<file path="src/rtl/l1_l2_arbiter.sv">
// l1_l2_arbiter: shares a single L2 port between the L1I refill path and the
// L1D refill/writeback paths. One transaction is outstanding at a time; the
// winner's address (and writeback data) is captured at grant, and the L2 side
// is driven only from those registers until L2 signals completion.
//
// state | meaning
// IDLE  | no grant; arbitrate when flush is low
// G_I   | L1I refill in flight
// G_DR  | L1D refill in flight
// G_DW  | L1D writeback in flight
module l1_l2_arbiter (
    input  logic         clk,
    input  logic         nrst,
    input  logic         read_L1I_L2,
    input  logic [20:0]  tag_L1I_L2,
    input  logic [4:0]   index_L1I_L2,
    input  logic         read_L1D_L2,
    input  logic [20:0]  tag_L1D_L2,
    input  logic [4:0]   index_L1D_L2,
    input  logic         write_L1D_L2,
    input  logic [20:0]  write_tag_L1D_L2,
    input  logic [4:0]   write_index_L1D_L2,
    input  logic [511:0] write_data_L1D_L2,
    input  logic         flush,
    input  logic         ready_L2_L1,
    output logic         read_L1_L2,
    output logic         write_L1_L2,
    output logic [20:0]  tag_L1_L2,
    output logic [4:0]   index_L1_L2,
    output logic [511:0] write_data_L1_L2,
    output logic         ready_L2_L1I,
    output logic         ready_L2_L1D,
    output logic         busy,
    output logic [1:0]   grant_o
);

    // Encodings chosen to equal grant_o so the state can be reported directly.
    typedef enum logic [1:0] {
        IDLE = 2'b00,
        G_I  = 2'b01,
        G_DR = 2'b10,
        G_DW = 2'b11
    } state_t;

    state_t         state_q, state_d;
    logic           rr_q, rr_d;        // 0: favour L1I, 1: favour L1D
    logic [20:0]    tag_q, tag_d;
    logic [4:0]     index_q, index_d;
    logic [511:0]   wdata_q, wdata_d;

    // Arbitration, address capture and completion handling.
    always_comb begin
        state_d = state_q;
        rr_d    = rr_q;
        tag_d   = tag_q;
        index_d = index_q;
        wdata_d = wdata_q;
        case (state_q)
            IDLE: begin
                if (!flush) begin
                    if (write_L1D_L2) begin
                        state_d = G_DW;
                        tag_d   = write_tag_L1D_L2;
                        index_d = write_index_L1D_L2;
                        wdata_d = write_data_L1D_L2;
                    end else if (read_L1D_L2 && (!read_L1I_L2 || rr_q)) begin
                        state_d = G_DR;
                        tag_d   = tag_L1D_L2;
                        index_d = index_L1D_L2;
                    end else if (read_L1I_L2) begin
                        state_d = G_I;
                        tag_d   = tag_L1I_L2;
                        index_d = index_L1I_L2;
                    end
                end
            end
            G_I: begin
                if (ready_L2_L1) begin
                    state_d = IDLE;
                    rr_d    = 1'b1;
                end
            end
            G_DR: begin
                if (ready_L2_L1) begin
                    state_d = IDLE;
                    rr_d    = 1'b0;
                end
            end
            G_DW: begin
                // Writebacks do not move the read round-robin pointer.
                if (ready_L2_L1) begin
                    state_d = IDLE;
                end
            end
            default: state_d = IDLE;
        endcase
    end

    // State, pointer and captured request registers.
    always_ff @(posedge clk or negedge nrst) begin
        if (!nrst) begin
            state_q <= IDLE;
            rr_q    <= 1'b0;
            tag_q   <= '0;
            index_q <= '0;
            wdata_q <= '0;
        end else begin
            state_q <= state_d;
            rr_q    <= rr_d;
            tag_q   <= tag_d;
            index_q <= index_d;
            wdata_q <= wdata_d;
        end
    end

    assign read_L1_L2       = (state_q == G_I) || (state_q == G_DR);
    assign write_L1_L2      = (state_q == G_DW);
    assign tag_L1_L2        = tag_q;
    assign index_L1_L2      = index_q;
    assign write_data_L1_L2 = wdata_q;
    assign ready_L2_L1I     = ready_L2_L1 && (state_q == G_I);
    assign ready_L2_L1D     = ready_L2_L1 && ((state_q == G_DR) || (state_q == G_DW));
    assign busy             = (state_q != IDLE);
    assign grant_o          = state_q;

endmodule

</file>
<file path="config.mk">
export PLATFORM = sky130hd
export DESIGN_NAME = l1_l2_arbiter
export DESIGN_NICKNAME = d
export VERILOG_FILES = /design/src/rtl/l1_l2_arbiter.sv
export SDC_FILE = /design/constraint.sdc
export NUM_CORES = 1
export LEC_CHECK = 0
export CORE_AREA = 8 8 436 438
export DETAILED_ROUTE_END_ITERATION = 7
export DIE_AREA = 0 0 444 446
export PLACE_DENSITY_LB_ADDON = 0.12
export REMOVE_ABC_BUFFERS = 1
export SLEW_MARGIN = 25
export SYNTH_ARGS = -nofsm -noshare
export SYNTH_HDL_FRONTEND = slang
export SYNTH_SLANG_ARGS = --single-unit
</file>
<file path="constraint.sdc">
create_clock -name clk -period 2.3 [get_ports clk]
set_input_delay 0.46 -clock clk [delete_from_list [all_inputs] [get_ports clk]]
set_output_delay 0.46 -clock clk [all_outputs]
set_load 0.01 [all_outputs]
</file>
# == Word level (Yosys, flattened, before mapping) ==
# Cells that the tools add are included.
# classes
n_eq_ne,8
muxes,15
bitwise_logic,1
n_reduce_logical,16
# op_table
op,count
21-bit two-way mux,3
5-bit two-way mux,3
3-bit AND reduction,4
2-bit two-way mux,5
2-bit inequality test (second input constant),3
2-bit == test (second input constant),2
4-bit inequality test (second input constant),1
2-bit case mux with 2 select lines,1
2-bit nonzero test,2
1-bit logical AND,3
1-bit logical OR,3
3-bit nonzero test,1
3-bit OR reduction,1
2-bit by 1-bit == test with 1-bit output (second input constant),1
2-bit zero test,1
1-bit two-way mux,2
2-bit by 1-bit inequality test with 1-bit output (second input constant),1
1-bit case mux with 2 select lines,1
1-bit zero test,1
1-bit inverter,1
# totals
ff_bits,541
input_bits,597
word_cells,45

# == Depth between registers and ports, before layout ==
# depth
depth_word,7
mapped_depth,8
depth_no_buf,5

# == Least setup slack after synthesis ==
# OpenSTA, ideal clock, no wires.
# synth_path
kind,register to register
from,"register state_q[0], in the netlist grant_o[0]"
to,"register wdata_q[100], in the netlist write_data_L1_L2[100]"
setup_ns,0.125
arrival_ns,1.775
setup_slack_ns,0.399
stages_incl_launch_ff,9
synth_period_minus_slack_ns,1.901
path_cell_list,dfrtp_1 inv_1 ha_1 nor2b_1 buf_4 nand2_4 buf_6 buf_6 mux2_4
# synth_between
elab_chain_len,2
# synth_rtl
item,line,text
"start, declared",45,"state_t state_q, state_d;"
"start signal, assigned",108,state_q <= state_d;
2-bit zero test,58,case (state_q)
3-bit AND reduction (no source line),--,
"end signal, assigned",112,wdata_q <= wdata_d;
"end, declared",49,"logic [511:0] wdata_q, wdata_d;"
# No other way between the ends.
# A chain may end at the register's enable or synchronous reset.

# == Final worst setup path ==
# layout_path
from,"register wdata_q[427], in the netlist write_data_L1_L2[427]"
to,output write_data_L1_L2[427]
# layout_rtl
item,line,text
"end, declared",30,"output logic [511:0] write_data_L1_L2,"
# No word-level cell between the ends.

==> metrics list <==
- Run status: finished clean
- Most common cell in the netlist: sky130_fd_sc_hd__dfrtp_1
- Final period utilization: 95.43%
- Dividing the detail-routed wire length by the instance count gives 24.89 µm.
- Top Metal Used: met5
* Global-route wire length before repair: 167,000 µm
* Number of DRC markers after the initial detailed-route iteration: 594
- TritonCTS built the clock tree.
- Post-Place Cell Area: 0.03768 mm²
* Max-slew headroom at the worst pin: 43.96%
* Hold WC Path Type: input pin to async pin
- Via count of the first global-routing pass: 18,560
- The analysis attributes to cell leakage a power of 17.72 nW.
- Top post-synthesis cells by area: sky130_fd_sc_hd__dfrtp_1 (59%), sky130_fd_sc_hd__mux2_4 (32%), sky130_fd_sc_hd__buf_6 (2.6%)
- Once detailed placement completed, the half-perimeter wirelength came to 102,400 µm.
- Sink count of the clock tree: 541
- Counting flops with an async set or reset pin after synthesis yields a share of 100.0%.
- Clk pin slew, worst setup/hold paths: 0.05 ns
- In the final routing, the length of wire on met1 measures 44,240 µm.
* Setup CP Type: flip-flop to primary output
- DR vias: 16,330
* Die Footprint: 0.1980 mm²
- Number of rows created at floorplan: 158
- Total gr overflow: 0
- Largest delay share family, worst path: buffers and inverters
- The pre-antenna-repair detailed-routing pass consisted of 4 iterations.
* GPL Wtd Cong: 0.8015
- After detailed routing, the number of vias per cell comes to 3.258.
- Post-CTS setup buffer count: 0
* Distinct cell type count of the synthesized netlist: 27
* Clock latency on the worst-skew pair: 0.67 ns
- For the worst setup path, the data arrival time is 1.73 ns.
- Antenna violations before repair: 55
- The top cell type by area accounts for 59.26% of the synthesized area.
* MaxCap Viol Count: 0
* Transition time at the pin with the least slew margin: 0.8396 ns
- Placeable Area: 0.1837 mm²
* Cell accounting for the most synthesized area: sky130_fd_sc_hd__dfrtp_1
* Depth of the CTS H-tree: 3
* Worst path max stage delay: 0.73 ns
- After detailed placement, the design holds a cell count of 4,847.
- Detailed routing placed a total of 10,390 µm of wire on met3.
* Chip Width: 444 µm
- Dividing total power by cell area gives a power density of 1385 mW/mm².
* Mapped Avg Cell Area: 17.71 µm²
* CTS Root Buffer Type: sky130_fd_sc_hd__clkbuf_16
- For this run, the number of Yosys warnings is 0.
- The number of buffers and inverters on the critical path is 1.
- Number of buffers on the longest clock path: 3
- Die boundary height: 446 µm
- Layout-stage area growth over the synthesis result: 76.04%
* Slowest CP cell: sky130_fd_sc_hd__clkdlybuf4s50_1
- Data on the critical path is required at its endpoint by 1.84 ns.
- Layout net count: 3,130
* Final setup fails: 0
- Sequential fraction of the synthesis area: 59.26%
- The signal on the critical path passes through clkdlybuf4s50_1.
* Count of unresolved DRC violations after routing: 0
* Worst supply voltage drop on vdd: 0.5449 mV
- Register bit total from synthesis: 541
- Final instance count without filler cells: 5,013
- In the synthesized netlist the dominant register cell turns out to be sky130_fd_sc_hd__dfrtp_1.
- Layout cell share with drive strength beyond 1: 28.90%
- The synthesized netlist occupies a cell area of 0.02285 mm².
* PortBufs: 1,141
- Yosys mapped a number of flops with a built-in enable equal to 0.
- Gate Count Post-Synth: 1,290
- The worst setup path is launched from a flip-flop.
* Shortest period the worst path allows: 2.195 ns
- Endpoint kind of the worst setup timing path: primary output
* Overall fraction of global-route tracks in use: 12.04%
- Once the floorplan was initialized, standard cells occupied 12.44% of the core.
- Met2 wire len: 65,590 µm
- Setup repair after global routing missed its margin: yes
- After synthesis, the most frequently instantiated cells are sky130_fd_sc_hd__dfrtp_1 (541), sky130_fd_sc_hd__mux2_4 (480), sky130_fd_sc_hd__buf_6 (53).
- Maximum fanout along the worst path: 2
- Setup skew after layout: 0.01793 ns
- The number of hold-slack violations in the final timing report is 0.
- In this run the remaining antenna-violating nets after routing total 0.
* Fin. max-slew vios: 0
- Final Instance Area: 0.04022 mm²
- Number of buffers added by the clock tree synthesis step: 78
* Pin count of the biggest net entering global routing: 90
- Boundary pin count: 1,142
- Max Clock Freq: 455.6 MHz
* Detailed-route wire length: 124,800 µm
[path summary, 6_finish.rpt]
kind / from / to / slack (ns) / depth (start not counted)
setup / recovery: write_data_L1_L2[427] / write_data_L1_L2[427] / 0.11 / 1
hold / removal: nrst / write_data_L1_L2[244] / 0.32 / 2
setup reg to reg: grant_o[0] / write_data_L1_L2[125] / 0.16 / 7
hold reg to reg: write_data_L1_L2[511] / write_data_L1_L2[511] / 0.50 / 1
max in group asynchronous: nrst / write_data_L1_L2[355] / 0.99 / 3
min in group clk: write_data_L1D_L2[389] / write_data_L1_L2[389] / 0.39 / 2
[flip-flops by register name, indices dropped and copies added (netlist names)]
| signal | count |
|---|---|
| write_data_L1_L2 | 512 |
| rr_q | 1 |
| index_L1_L2 | 5 |
| tag_L1_L2 | 21 |
| grant_o | 2 |
[metal layers]
metal | global-route usage [%] | up-vias
met3 | 4.965 | 186
met1 | 12.29 | 8309
li1 | - | 7147
met5 | 0 | -
met4 | 5.098 | 8
met2 | 21.70 | 680
[area by class of cell]
class / instances / area (µm²)
clock buffer: 110 / 2203
inverter: 4 / 15.01
clock inverter: 23 / 285.3
fill: 19320 / 143400
tap: 2400 / 3003
sequential: 541 / 13550
timing repair buffer: 1238 / 12480
antenna: 32 / 80.08
multi-input combinational: 665 / 8602
[cell families (layout without fill, tap and decap cells)]
family	count (synthesis)	after routing	synth area share, %
other	0	32	0
muxes	512	512	33.12
buffers and inverters	84	1375	3.220
and+or+nand+nor	37	37	1.024
AOI/OAI and AO/OA	111	111	3.100
DFF	541	541	59.26
adders and majority gates	5	5	0.2738
[stage by stage]
stage	setup TNS [ns]	power, mW	utilization (%)	setup WS (ns)	hold slack [ns]
floorplan	-2851.86	29.29	-	-5.621	0.1644
global placement	-17.91	44.65	20.52	-0.08874	0.4511
detailed placement	-10.65	44.66	20.52	-0.08526	0.4499
CTS	0	57.07	21.85	0.0007248	0.2465
global route	-0.009550	58.74	21.88	-0.009550	0.2905
finish	0	55.69	21.90	0.1050	0.3227
[cell usage in the layout (no fill, tap or decap), types with 20 or more instances in the layout]
master                            instances
sky130_fd_sc_hd__dlygate4sd2_1           49
sky130_fd_sc_hd__mux2_2                  32
sky130_fd_sc_hd__clkbuf_1                20
sky130_fd_sc_hd__a31oi_1                 26
sky130_fd_sc_hd__a21oi_1                 26
sky130_fd_sc_hd__dfrtp_1                530
sky130_fd_sc_hd__buf_4                   66
sky130_fd_sc_hd__clkbuf_16               79
sky130_fd_sc_hd__nor2b_1                 26
sky130_fd_sc_hd__diode_2                 32
sky130_fd_sc_hd__o21ai_0                 27
sky130_fd_sc_hd__mux2_4                 480
sky130_fd_sc_hd__a32oi_1                 26
sky130_fd_sc_hd__buf_12                  31
sky130_fd_sc_hd__clkdlybuf4s50_1       1082
[repair_timing]
action	in CTS	in global routing
endpoints found under the setup margin	61	6
pin swaps	0	0
hold buffers	1	0
endpoints found under the hold margin	26	0
gates resized for setup	77	6
[where the power goes]
| part | switching, mW | internal [mW] |
|---|---|---|
| Sequential | 3.31 | 14.4 |
| Combinational | 10.2 | 15.8 |
| Clock | 4.81 | 7.12 |
| Total | 18.3 | 37.4 |
(Power assumes the default switching activity.)
